$ cat config.mk
export PLATFORM = sky130hd
export DESIGN_NAME = id_ex_hazard_ctrl_flat
export DESIGN_NICKNAME = d
export VERILOG_FILES = /design/src/rtl/id_ex_hazard_ctrl_if.sv /design/src/rtl/id_ex_hazard_ctrl.sv /design/src/flat_wrapper.sv
export SDC_FILE = /design/constraint.sdc
export NUM_CORES = 1
export LEC_CHECK = 0
export ABC_AREA = 0
export CAP_MARGIN = 20
export CORE_MARGIN = 8
export CORE_UTILIZATION = 30
export DETAILED_ROUTE_END_ITERATION = 8
export PLACE_DENSITY_LB_ADDON = 0.25
export SYNTH_ARGS = -nofsm -noshare
export SYNTH_HDL_FRONTEND = slang
export SYNTH_SLANG_ARGS = --single-unit
$ cat constraint.sdc
create_clock -name clk -period 1.8 [get_ports clk]
set_input_delay 0.36 -clock clk [delete_from_list [all_inputs] [get_ports clk]]
set_output_delay 0.36 -clock clk [all_outputs]
set_load 0.005 [all_outputs]
$ cat src/rtl/id_ex_hazard_ctrl_if.sv
// id_ex_hazard_ctrl_if
//
// Signal bundle between the ID-stage hazard controller and the pipeline.
//
// Handshake: there is no valid/ready flow control on this bundle. All
// hazard inputs are level signals sampled combinationally every cycle. All
// control outputs are combinational and take effect in the same cycle.
// dmem_req/dmem_ready form a level request/complete pair: an access
// completes in the cycle where both are high.
//
// Modports:
//   master - pipeline side: drives hazard inputs, receives control.
//   slave  - hazard controller: receives hazard inputs, drives control,
//            event counters and the debug view (state, wait_cnt).
interface id_ex_hazard_ctrl_if #(
    parameter int CNT_W = 8
);
    logic [4:0]       id_rs;
    logic [4:0]       id_rt;
    logic             id_uses_rt;
    logic             ex_mem_read;
    logic [4:0]       ex_rt;
    logic             branch_taken;
    logic             dmem_req;
    logic             dmem_ready;

    logic             pc_write;
    logic             if_id_write;
    logic             if_id_flush;
    logic             id_ex_bubble;
    logic             pipe_hold;
    logic             mem_timeout;
    logic [31:0]      load_stall_cnt;
    logic [31:0]      flush_cnt;
    logic [31:0]      mem_wait_cnt;

    // Debug view of the controller FSM and its memory-wait counter.
    logic [0:0]       state;
    logic [CNT_W-1:0] wait_cnt;

    modport master (
        output id_rs, id_rt, id_uses_rt, ex_mem_read, ex_rt,
               branch_taken, dmem_req, dmem_ready,
        input  pc_write, if_id_write, if_id_flush, id_ex_bubble, pipe_hold,
               mem_timeout, load_stall_cnt, flush_cnt, mem_wait_cnt,
               state, wait_cnt
    );

    modport slave (
        input  id_rs, id_rt, id_uses_rt, ex_mem_read, ex_rt,
               branch_taken, dmem_req, dmem_ready,
        output pc_write, if_id_write, if_id_flush, id_ex_bubble, pipe_hold,
               mem_timeout, load_stall_cnt, flush_cnt, mem_wait_cnt,
               state, wait_cnt
    );
endinterface

$ cat src/rtl/id_ex_hazard_ctrl.sv
// id_ex_hazard_ctrl
//
// Hazard controller for the 5-stage core. It sequences PC, IF/ID and ID/EX.
// It stalls one cycle on a load-use hazard, squashes the two wrong-path
// instructions on a taken branch, and freezes the whole pipeline while data
// memory is busy. A watchdog flag is set after TIMEOUT wait cycles.
//
// Ports:
//   clk    - rising-edge clock
//   reset  - asynchronous, active-low reset (0 = in reset)
//   hz     - id_ex_hazard_ctrl_if.slave bundle:
//            in : id_rs, id_rt, id_uses_rt, ex_mem_read, ex_rt,
//                 branch_taken, dmem_req, dmem_ready
//            out: pc_write, if_id_write, if_id_flush, id_ex_bubble,
//                 pipe_hold, mem_timeout, load_stall_cnt, flush_cnt,
//                 mem_wait_cnt, state (debug), wait_cnt (debug)
//
// Parameters: TIMEOUT (1..2^CNT_W-1) wait cycles before mem_timeout sets,
// and CNT_W, the width of the wait counter.
//
// Build option: define STALL_CNT_EN to build the three 32-bit saturating
// event counters. Without it those outputs are tied to zero.
module id_ex_hazard_ctrl #(
    parameter int TIMEOUT = 255,
    parameter int CNT_W   = 8
) (
    input  logic                 clk,
    input  logic                 reset,
    id_ex_hazard_ctrl_if.slave   hz
);

    localparam logic [0:0]       RUN      = 1'b0;
    localparam logic [0:0]       MEM_WAIT = 1'b1;
    localparam logic [CNT_W-1:0] TO_C     = CNT_W'(TIMEOUT);

    logic [0:0]       state;
    logic [CNT_W-1:0] wait_cnt;
    logic [CNT_W-1:0] wait_cnt_next;
    logic             mem_timeout;

    logic memwait;
    logic branch;
    logic loaduse;

    assign memwait = hz.dmem_req & ~hz.dmem_ready;
    assign branch  = hz.branch_taken;
    // Register $zero is never a real destination, so it cannot cause a hazard.
    assign loaduse = hz.ex_mem_read & (hz.ex_rt != 5'd0) &
                     ((hz.ex_rt == hz.id_rs) |
                      (hz.id_uses_rt & (hz.ex_rt == hz.id_rt)));

    // Control outputs. The reset term is combinational so that the pipeline
    // loads NOPs/bubbles while reset is low, even without a clock.
    always_comb begin
        hz.pc_write     = 1'b1;
        hz.if_id_write  = 1'b1;
        hz.if_id_flush  = 1'b0;
        hz.id_ex_bubble = 1'b0;
        hz.pipe_hold    = 1'b0;
        if (!reset) begin
            hz.pc_write     = 1'b0;
            hz.if_id_write  = 1'b0;
            hz.if_id_flush  = 1'b1;
            hz.id_ex_bubble = 1'b1;
        end else if (memwait) begin
            // Freeze everything. Any branch stays latched in EX and is
            // acted on in the first cycle without memwait.
            hz.pc_write     = 1'b0;
            hz.if_id_write  = 1'b0;
            hz.pipe_hold    = 1'b1;
        end else if (branch) begin
            hz.if_id_flush  = 1'b1;
            hz.id_ex_bubble = 1'b1;
        end else if (loaduse) begin
            hz.pc_write     = 1'b0;
            hz.if_id_write  = 1'b0;
            hz.id_ex_bubble = 1'b1;
        end
    end

    // The wait counter counts cycles spent frozen on memory and saturates at
    // TIMEOUT. The watchdog fires on the edge where it reaches TIMEOUT.
    always_comb begin
        wait_cnt_next = '0;
        if (memwait) begin
            if (wait_cnt >= TO_C)
                wait_cnt_next = TO_C;
            else
                wait_cnt_next = wait_cnt + 1'b1;
        end
    end

    always_ff @(posedge clk or negedge reset) begin
        if (!reset) begin
            state       <= RUN;
            wait_cnt    <= '0;
            mem_timeout <= 1'b0;
        end else begin
            state    <= memwait ? MEM_WAIT : RUN;
            wait_cnt <= wait_cnt_next;
            if (memwait && (wait_cnt_next == TO_C))
                mem_timeout <= 1'b1;
        end
    end

    assign hz.state       = state;
    assign hz.wait_cnt    = wait_cnt;
    assign hz.mem_timeout = mem_timeout;

`ifdef STALL_CNT_EN
    // Each counter counts cycles where its hazard wins priority.
    logic        win_mem;
    logic        win_br;
    logic        win_lu;
    logic [31:0] load_stall_q;
    logic [31:0] flush_q;
    logic [31:0] mem_wait_q;

    assign win_mem = memwait;
    assign win_br  = ~memwait & branch;
    assign win_lu  = ~memwait & ~branch & loaduse;

    always_ff @(posedge clk or negedge reset) begin
        if (!reset) begin
            load_stall_q <= '0;
            flush_q      <= '0;
            mem_wait_q   <= '0;
        end else begin
            if (win_lu && (load_stall_q != 32'hFFFF_FFFF))
                load_stall_q <= load_stall_q + 32'd1;
            if (win_br && (flush_q != 32'hFFFF_FFFF))
                flush_q <= flush_q + 32'd1;
            if (win_mem && (mem_wait_q != 32'hFFFF_FFFF))
                mem_wait_q <= mem_wait_q + 32'd1;
        end
    end

    assign hz.load_stall_cnt = load_stall_q;
    assign hz.flush_cnt      = flush_q;
    assign hz.mem_wait_cnt   = mem_wait_q;
`else
    assign hz.load_stall_cnt = 32'd0;
    assign hz.flush_cnt      = 32'd0;
    assign hz.mem_wait_cnt   = 32'd0;
`endif

endmodule

$ cat src/flat_wrapper.sv
// flat-port wrapper written by rule: the top's interface ports become plain ports
module id_ex_hazard_ctrl_flat 
#(
    parameter int TIMEOUT = 255,
    parameter int CNT_W   = 8
)
  (clk, reset, hz_id_rs, hz_id_rt, hz_id_uses_rt, hz_ex_mem_read, hz_ex_rt, hz_branch_taken, hz_dmem_req, hz_dmem_ready, hz_pc_write, hz_if_id_write, hz_if_id_flush, hz_id_ex_bubble, hz_pipe_hold, hz_mem_timeout, hz_load_stall_cnt, hz_flush_cnt, hz_mem_wait_cnt, hz_state, hz_wait_cnt);
  id_ex_hazard_ctrl_if #(.CNT_W(CNT_W)) hz_i ();
  input  logic clk;
  input  logic reset;
  input wire logic [$bits(hz_i.id_rs)-1:0] hz_id_rs;
  input wire logic [$bits(hz_i.id_rt)-1:0] hz_id_rt;
  input wire logic [$bits(hz_i.id_uses_rt)-1:0] hz_id_uses_rt;
  input wire logic [$bits(hz_i.ex_mem_read)-1:0] hz_ex_mem_read;
  input wire logic [$bits(hz_i.ex_rt)-1:0] hz_ex_rt;
  input wire logic [$bits(hz_i.branch_taken)-1:0] hz_branch_taken;
  input wire logic [$bits(hz_i.dmem_req)-1:0] hz_dmem_req;
  input wire logic [$bits(hz_i.dmem_ready)-1:0] hz_dmem_ready;
  output wire logic [$bits(hz_i.pc_write)-1:0] hz_pc_write;
  output wire logic [$bits(hz_i.if_id_write)-1:0] hz_if_id_write;
  output wire logic [$bits(hz_i.if_id_flush)-1:0] hz_if_id_flush;
  output wire logic [$bits(hz_i.id_ex_bubble)-1:0] hz_id_ex_bubble;
  output wire logic [$bits(hz_i.pipe_hold)-1:0] hz_pipe_hold;
  output wire logic [$bits(hz_i.mem_timeout)-1:0] hz_mem_timeout;
  output wire logic [$bits(hz_i.load_stall_cnt)-1:0] hz_load_stall_cnt;
  output wire logic [$bits(hz_i.flush_cnt)-1:0] hz_flush_cnt;
  output wire logic [$bits(hz_i.mem_wait_cnt)-1:0] hz_mem_wait_cnt;
  output wire logic [$bits(hz_i.state)-1:0] hz_state;
  output wire logic [$bits(hz_i.wait_cnt)-1:0] hz_wait_cnt;
  assign hz_i.id_rs = hz_id_rs;
  assign hz_i.id_rt = hz_id_rt;
  assign hz_i.id_uses_rt = hz_id_uses_rt;
  assign hz_i.ex_mem_read = hz_ex_mem_read;
  assign hz_i.ex_rt = hz_ex_rt;
  assign hz_i.branch_taken = hz_branch_taken;
  assign hz_i.dmem_req = hz_dmem_req;
  assign hz_i.dmem_ready = hz_dmem_ready;
  assign hz_pc_write = hz_i.pc_write;
  assign hz_if_id_write = hz_i.if_id_write;
  assign hz_if_id_flush = hz_i.if_id_flush;
  assign hz_id_ex_bubble = hz_i.id_ex_bubble;
  assign hz_pipe_hold = hz_i.pipe_hold;
  assign hz_mem_timeout = hz_i.mem_timeout;
  assign hz_load_stall_cnt = hz_i.load_stall_cnt;
  assign hz_flush_cnt = hz_i.flush_cnt;
  assign hz_mem_wait_cnt = hz_i.mem_wait_cnt;
  assign hz_state = hz_i.state;
  assign hz_wait_cnt = hz_i.wait_cnt;
  id_ex_hazard_ctrl #(.TIMEOUT(TIMEOUT), .CNT_W(CNT_W)) u_core (.clk(clk), .reset(reset), .hz(hz_i));
endmodule
## Word level (Yosys, flattened, before mapping)

Cells that the tools add are included.

- Reductions and logical operators: 2
- $lt $le $gt $ge: 1
- Equal/unequal tests: 3
- Bitwise logic cells: 6
- Add/subtract/negate cells: 1
- Muxes and demuxes: 15

Operators with widths:

| cell | number |
|---|---|
| 2-to-1 mux 8 bit | 2 |
| 2-to-1 mux 1 bit | 13 |
| == test 5 bit | 2 |
| adder 8 x 1 -> 8 bit (second input constant) | 1 |
| == test 8 bit (second input constant) | 1 |
| >= comparator 8 bit (second input constant) | 1 |
| nonzero test 5 bit | 1 |
| bitwise AND 1 bit | 4 |
| logical AND 1 bit | 1 |
| inverter 1 bit | 1 |
| OR 1 bit | 1 |

- Output and inout bits: 111
- Word-level logic and storage cells: 31
- Bits of input ports: 22
- Register bits: 10

## Depth between registers and ports, before layout

Gate-level depths: netlist (run 1).

- Word-level depth: 8
- Gate-level depth with buffers: 5
- Depth with buffers taken out: 5

## Worst setup path before layout (run 1)

OpenSTA, ideal clock, no wires.

- Path type: input -> output
- From: input port hz_ex_rt[4]
- To: output port hz_pc_write
- Arrival: 1.395 ns
- Stages on the path: 5
- Data required time: 1.440 ns
- Buffers on the path: 1
- Setup slack: 0.045 ns
- Cells stage by stage: xor2_1 nor4_2 a32oi_1 o311a_1 buf_4

- Cells in the longest elaborated chain, start to end: 8
- Elaborated cells between the ends (all ways): 11
- Those cells by class: eq/ne (2); mux (4); bitwise (4); reduce/logical (1)

Ends and longest elaborated chain:

| what | RTL line | text |
|---|---|---|
| start, declared | flat_wrapper.sv:15 | `input wire logic [$bits(hz_i.ex_rt)-1:0] hz_ex_rt;` |
| == test 5 bit | id_ex_hazard_ctrl.sv:50 | `(hz.id_uses_rt & (hz.ex_rt == hz.id_rt)));` |
| bitwise AND 1 bit | id_ex_hazard_ctrl.sv:50 |  |
| OR 1 bit | id_ex_hazard_ctrl.sv:49 | `((hz.ex_rt == hz.id_rs) \|` |
| bitwise AND 1 bit (*) | id_ex_hazard_ctrl.sv:48 | `assign loaduse = hz.ex_mem_read & (hz.ex_rt != 5'd0) &` |
| 2-to-1 mux 1 bit (*) (4 in a row) | -- |  |
| end, declared | flat_wrapper.sv:19 | `output wire logic [$bits(hz_i.pc_write)-1:0] hz_pc_write;` |

Every way passes the cells marked *; elsewhere a longest branch is shown, timed or not.

## Worst setup path after layout (run 1)

- From: input port hz_id_rt[2]
- To: output port hz_pc_write

- Cells in the longest elaborated chain, start to end: 8

Ends and longest elaborated chain:

| what | RTL line | text |
|---|---|---|
| start, declared | flat_wrapper.sv:12 | `input wire logic [$bits(hz_i.id_rt)-1:0] hz_id_rt;` |
| == test 5 bit | id_ex_hazard_ctrl.sv:50 |  |
| bitwise AND 1 bit | id_ex_hazard_ctrl.sv:50 |  |
| OR 1 bit | id_ex_hazard_ctrl.sv:49 |  |
| bitwise AND 1 bit | id_ex_hazard_ctrl.sv:48 |  |
| 2-to-1 mux 1 bit | id_ex_hazard_ctrl.sv:74 | `end else if (loaduse) begin` |
| 2-to-1 mux 1 bit | id_ex_hazard_ctrl.sv:71 | `end else if (branch) begin` |
| 2-to-1 mux 1 bit | id_ex_hazard_ctrl.sv:65 | `end else if (memwait) begin` |
| 2-to-1 mux 1 bit | id_ex_hazard_ctrl.sv:60 | `if (!reset) begin` |

No other way between the ends.

==> results of run 1 <==
-- final cells by class --
| cell class | count | area share |
|---|---|---|
| Multi-Input combinational cell | 148 | 0.4987 |
| Timing Repair Buffer | 43 | 0.2418 |
| Sequential cell | 10 | 0.1685 |
| Clock buffer | 4 | 0.03707 |
| Tap cell | 52 | 0.04381 |
| Inverter | 4 | 0.01011 |
-- through the flow --
step / setup TNS (ps) / setup slack [ps]
final: -94.01 / -48.44
after global routing: -385.7 / -147.1
after CTS: -144.8 / -67.20
after detailed placement: -3270 / -883.0
after global placement: -3260 / -891.7
after floorplan: 0 / 44.89
-- flip-flops by register name, indices dropped and copies added, names as in the netlist --
signal and flops:
u_core.hz.wait_cnt 8, u_core.hz.mem_timeout 1, u_core.hz.state 1
-- cell families after synthesis --
family / Yosys count
buffers and inverters: 102
AOI/OAI and AO/OA: 17
adders and majority gates: 1
xor gates and xnor gates: 12
other: 1
DFF: 10
and+or+nand+nor: 22
-- power by group through the flow --
| stage | Combinational (W) | Sequential [W] | Clock, W |
|---|---|---|---|
| floorplan | 0.000233 | 0.000235 | 0 |
| global placement | 0.000175 | 0.000235 | 0 |
| detailed placement | 0.000176 | 0.000235 | 0 |
| CTS | 0.000165 | 0.000232 | 0.000288 |
| global route | 0.000198 | 0.000232 | 0.000299 |
| finish | 0.000174 | 0.000232 | 0.000284 |
-- worst paths after layout --
| path | slack [ps] | startpoint | to |
|---|---|---|---|
| max | -50 | hz_id_rt[2] | hz_pc_write |
| max reg2reg | 270 | u_core.hz.wait_cnt[0] | u_core.hz.mem_timeout |
| min reg2reg | 480 | u_core.hz.mem_timeout | u_core.hz.mem_timeout |
| min | 480 | u_core.hz.mem_timeout | u_core.hz.mem_timeout |
| max in group asynchronous | 1080 | reset | u_core.hz.wait_cnt[7] |
| min in group asynchronous | 570 | reset | u_core.hz.wait_cnt[0] |
-- worst register-to-register path: stages (launching register included) --
cell	delay, ps
dfrtp_1	430
ha_1	250
and3_1	250
a31oi_1	100
a211oi_1	240
a31o_2	190
-- cell usage in the layout (no fill, tap or decap), drive strengths merged, types with 2 or more instances in the layout --
master and n:
clkdlybuf4s50 15, clkbuf 5, a211oi 2, a31oi 2, nor2 5, xnor2 3
dfrtp 10, clkdlybuf4s15 4, nand2 3, conb 96, o21ai 2, nor3 3
nor4 2, inv 4, xor2 9, buf 18, nand3 2, dlygate4sd2 5
a21oi 6
-- routing by layer --
metal / GRT usage / part of all wire
met5: 0 / 0
met4: 0.04473 / 0.018
met3: 0.05176 / 0.15
met2: 0.1301 / 0.47
met1: 0.07714 / 0.36
-- timing repair --
action / 4_1_cts / 5_1_grt
hold endpoints to repair: 0 / 0
gates resized for setup: 65 / 3
pin swaps: 13 / 0
endpoints found under the setup margin: 5 / 5
==> key figures, run 1 <==
Outcome
  – Outcome: complete, but fails checks
  – Failing checks: setup timing

Cells and area
  – Final net count: 233
  – Ant. Diodes: 0
  – Fillers: 489
  – Final core occ: 0.3411
  – Fin area: 0.001485 mm^2
  – Multi-input gate area: around 740 um^2
  – Final Non-Filler Cells: between 200 and 300
  – Layout overhead on the synthesized area: 9.603%
  – Layout cell share with drive strength beyond 1: 0.1483
  – Reg area: roughly 250 um^2

GRT
  – Pin count of the biggest net entering global routing: 11
  – Vias in the first global route: roughly 1100
  – First-pass GRT wire length: a little under 5000 um
  – Initial antenna violation count: 0
  – Gr usage total: 0.08086
  – Global route total overflow: 0

Synth
  – Synth warn: 0
  – Post-Synth Adder-Cell Area: 0.009234
  – Synthesized instance count: around 170
  – Syn Std Cell Area: 0.001355 mm^2
  – Post-synth top cells: buf_4 (97), dfrtp_1 (10), xor2_1 (9), a21oi_1 (6), nor2_1 (5)
  – Synth Area in Compound Gates: 0.08310
  – Post-Syn Area per Cell: 8.212 um^2
  – Largest family of logic cells by synthesized area: buffers and inverters
  – XOR/XNOR share of the synthesized area: 0.07756
  – Top FF cell, synth: dfrtp_1
  – Post-synth EDFFs: 0
  – Simple-gate portion of the synthesized area: 0.09049
  – Synth async-reset ratio: 1.000
  – Cell with the most instances after synthesis: buf_4
  – Share of the synthesized area in the top cell type: 0.5374
  – Post-synthesis mux area share: 0
  – Cell taking the most area after synthesis: buf_4
  – Sequential area share after synthesis: 0.1847
  – Synth area leaders: buf_4 (54%), dfrtp_1 (18%), xor2_1 (5.8%)
  – Number of distinct library cells after synthesis: 30
  – Yosys reg bits: 10

Run
  – Max-cap viol count: 0

Power
  – Flop pwr share: 0.336
  – Pwr dens: 464.2 mW/mm^2
  – Comb pwr share: 0.252
  – Clock network power share: 0.412
  – NetSw: 0.0001988 W
  – Pwr Total: 0.0006894 W
  – Static leakage: 0.7883 nW
  – Peak supply drop: 0.0002079 V
  – Internal Dissipation: 0.0004906 W
  – Net Sw Frac: 0.2883

Floorplanning
  – Initial core utilization: 0.3112
  – Core area: around 0.0044 mm^2
  – Row cnt: 24
  – Die ar.: 0.006923 mm^2
  – IO Count: 133
  – Die X: roughly 83 um
  – Die height: around 83 um

Timing
  – Minimum clock period: 1848 ps
  – Fin. max-slew vios: 0
  – Final worst-path cycle share: 1.027
  – Final setup violation count: 2
  – Hold Violations, Final: 0
  – Fmax: 541.0 MHz
  – PnR worst setup slack: -48.44 ps
  – Post-route clock skew: 1.745 ps
  – Worst hold slack: 484.4 ps
  – RSZ-0062 raised after global routing: true

Clock tree
  – Clk slew on worst S/H paths: 50 ps
  – CTS Sinks: 10
  – CTS tree: yes
  – Hold-fix buffers, CTS: 0
  – Clock buffer depth: 2
  – Clk_lat worst skew: about 240 ps
  – Post-CTS Setup Bufs: 0
  – CTS HTree Levels: 1
  – Root Buffer: clkbuf_8
  – Total CTS buffers: 3

Route
  – Post-DR vias/cell: ~3.5
  – TritonRoute pass-1 iters: 4
  – DRT antenna net count: 0
  – Initial DRC count: between 90 and 100
  – DRC viols: 0
  – Vias: approximately 920
  – Wire per inst: roughly 12 um
  – Final wirelength: 3032 um

Placed design
  – RePlAce Congestion: between 0.8 and 0.9
  – Dpl cell area: 0.001456 mm^2
  – Hpwl dp: about 2700 um
  – Placed cell count: 257
  – IO buf count: 36

Worst hold path
  – Hold path depth: 1
  – Worst min-delay path class: reg -> reg

Worst setup path
  – Reg2Reg Depth: 5
  – Slowest cell on crit path: o311a_1
  – Number of buffers and inverters on the critical path: 2
  – Data required, critical path: approximately 1400 ps
  – Crit start category: input pin
  – CP peak stage delay: 320 ps
  – Critical path depth in cells: 6
  – Delay-heaviest family, CP: compound AO/OA/AOI/OAI gates
  – Critical Path AT: ~1500 ps
  – CP Cell Sequence: buf_6, xor2_2, nor4_2, a32oi_1, o311a_1, buf_2
  – Setup crit end kind: output pin
  – Worst-path fanout max: 2
  – Setup CP Type: in -> out
(Power assumes the default switching activity.)
==> run 2, diff against run 1 <==
CORE_UTILIZATION = 31   (was 30)
CTS_BUF_LIST = sky130_fd_sc_hd__clkbuf_8   (was unset)
==> key figures, run 2 (synthesis results as in run 1) <==
Floorplanning
  – IO Count: 133 (unchanged)
  – Die X: 82.12 um (-1.3%)
  – Core area: 0.004294 mm^2 (-1.4%)
  – Initial core utilization: 0.3156 (+0.004353)
  – Die height: 82.12 um (-1.3%)
  – Die ar.: 0.006743 mm^2 (-2.6%)
  – Row cnt: 24 (unchanged)

Timing
  – Fmax: 510.7 MHz (-5.6%)
  – Final worst-path cycle share: 1.088 (+0.06087)
  – Fin. max-slew vios: 0 (unchanged)
  – RSZ-0062 raised after global routing: true
  – Minimum clock period: 1958 ps (+109.6 ps)
  – Hold Violations, Final: 0 (unchanged)
  – PnR worst setup slack: -158.0 ps (-109.6 ps)
  – Final setup violation count: 3 (+1)
  – Post-route clock skew: 2.666 ps (+0.9215 ps)
  – Setup TNS: -235.9 ps (-141.9 ps)

Cells and area
  – Layout cell share with drive strength beyond 1: 0.1517 (+0.003333)
  – Final net count: 235 (+0.86%)
  – Most frequent cells in the layout: conb_1 (96), clkdlybuf4s50_1 (15), buf_4 (10), dfrtp_1 (10), xor2_1 (8)
  – Fin area: 0.001536 mm^2 (+3.5%)
  – Max reg flops: 8 (unchanged)
  – Commonest non-fill, non-tap cell in the layout: conb_1
  – Ant. Diodes: 0 (unchanged)
  – Biggest register: u_core.hz.wait_cnt
  – Largest registers: u_core.hz.wait_cnt: 8 flops, u_core.hz.mem_timeout: 1 flops, u_core.hz.state: 1 flops
  – Layout overhead on the synthesized area: 13.39%

Power
  – Flop pwr share: 0.330 (-0.006)
  – Internal Dissipation: 0.0005019 W (+2.3%)
  – Peak supply drop: 0.0001466 V (-30%)
  – Pwr dens: 456.0 mW/mm^2 (-1.8%)
  – Clock network power share: 0.405 (-0.007)
  – Net Sw Frac: 0.2837 (-0.004673)
  – NetSw: 0.0001988 W (about the same)
  – Static leakage: 0.8149 nW (+3.4%)
  – Comb pwr share: 0.265 (+0.013)

Outcome
  – Failing checks: setup timing
  – Outcome: complete, but fails checks

Clock tree
  – Clock buffer depth: 2 (unchanged)
  – Total CTS buffers: 3 (unchanged)
  – Clk slew on worst S/H paths: 50 ps (about the same)
  – Root Buffer: clkbuf_8
  – CTS HTree Levels: 1 (unchanged)
  – CTS tree: yes
  – CTS Sinks: 10 (unchanged)
  – Clk_lat worst skew: 240 ps (about the same)

Route
  – Vias: 937 (+2.4%)
  – Wire per inst: 11.53 um (-0.73%)
  – Initial DRC count: 27 (-72%)
  – DRC viols: 0 (unchanged)
  – DRT antenna net count: 0 (unchanged)
  – TritonRoute pass-1 iters: 4 (unchanged)
  – Post-DR vias/cell: 3.563 (+1.6%)
  – Final wirelength: 3033 um (about the same)

GRT
  – Pin count of the biggest net entering global routing: 11 (unchanged)
  – Vias in the first global route: 940 (-14%)
  – Global route total overflow: 0 (unchanged)
  – Gr usage total: 0.07899 (-0.001874)
  – Initial antenna violation count: 0 (unchanged)
  – First-pass GRT wire length: 4112 um (-15%)

Worst hold path
  – Hold wc startpoint: u_core.hz.mem_timeout
  – Worst min-delay path class: reg -> reg

Worst setup path
  – Critical Path AT: 1600 ps (+110 ps)
  – Crit start category: input pin
  – CP Cell Sequence: buf_6, xor2_1, nor4_2, a32oi_1, o311a_1, buf_4, buf_6
  – Critical Path Start: hz_id_rt[2]
  – RR Startpoint: u_core.hz.wait_cnt[0]
  – Setup crit end kind: output pin
  – Data required, critical path: 1440 ps (about the same)
  – Worst path most repeated cell: buf_6
  – Setup CP Type: in -> out
  – Worst-path fanout max: 2 (unchanged)
  – CP peak stage delay: 320 ps (about the same)
  – Slowest cell on crit path: o311a_1

Placed design
  – Hpwl dp: 2660 um (-1.6%)
  – IO buf count: 36 (unchanged)
  – RePlAce Congestion: 0.7530 (-8.3%)
  – Dpl cell area: 0.001464 mm^2 (+0.51%)

Run
  – Max-cap viol count: 0 (unchanged)
run 2: area by class of cell:
type | count | area, um^2
fill | 483 | 2758
multi-input combinational | 148 | 745.7
timing repair buffer | 45 | 405.4
sequential | 10 | 250.2
tap | 52 | 65.06
clock buffer | 4 | 55.05
inverter | 4 | 15.01
run 2: routing by layer:
metal,up-vias,share of wire,track usage
li1,440,-,-
met1,416,0.32,0.07605
met2,77,0.50,0.1326
met3,4,0.16,0.03139
met4,0,0.020,0.06316
met5,-,0,0
run 2: power groups by stage:
stage | Sequential (W) | Clock, W | Combinational [W]
6_report | 0.000232 | 0.000284 | 0.000185
5_1_grt | 0.000232 | 0.000303 | 0.000211
4_1_cts | 0.000232 | 0.000295 | 0.000177
3_5_place_dp | 0.000235 | 0 | 0.000178
3_3_place_gp | 0.000235 | 0 | 0.000178
2_1_floorplan | 0.000235 | 0 | 0.000233
run 2: worst max-delay path: cells and delay by family:
| family | cells | cell delay, ps |
|---|---|---|
| AND/OR/NAND/NOR | 1 | 270 |
| AO/OA/AOI/OAI | 2 | 480 |
| buffers and inverters | 3 | 330 |
| XOR/XNOR | 1 | 150 |
run 2: repair_timing:
action / in CTS / in global routing
hold buffers: 0 / 0
setup endpoints to repair: 5 / 4
buffers inserted: 1 / 0
gates cloned: 0 / 0
pin swaps: 15 / 1
resized for setup: 72 / 2
run 2: path summary, 6_finish.rpt:
kind                                          to  slack (ps)  depth (start not counted)
setup / recovery                  hz_if_id_write        -160                          7
hold reg to reg            u_core.hz.mem_timeout         480                          1
min in group asynchronous  u_core.hz.wait_cnt[1]         540                          2
max in group asynchronous  u_core.hz.wait_cnt[7]        1120                          2
setup reg to reg           u_core.hz.mem_timeout         250                          5
hold / removal             u_core.hz.mem_timeout         480                          1
run 2: stage by stage:
stage | std cells | utilization | power [W] | hold slack [ps] | setup slack, ps
after detailed placement | 258 | 0.3409 | 0.0004132 | 478.5 | -877.8
final | 263 | 0.3578 | 0.0007007 | 484.4 | -158.0
after CTS | 263 | 0.3569 | 0.0007042 | 494.6 | -162.5
after floorplan | 260 | - | 0.0004679 | 64.41 | 44.89
after global placement | 258 | 0.3409 | 0.0004135 | 491.7 | -854.1
after global routing | 263 | 0.3578 | 0.0007454 | 517.2 | -215.8
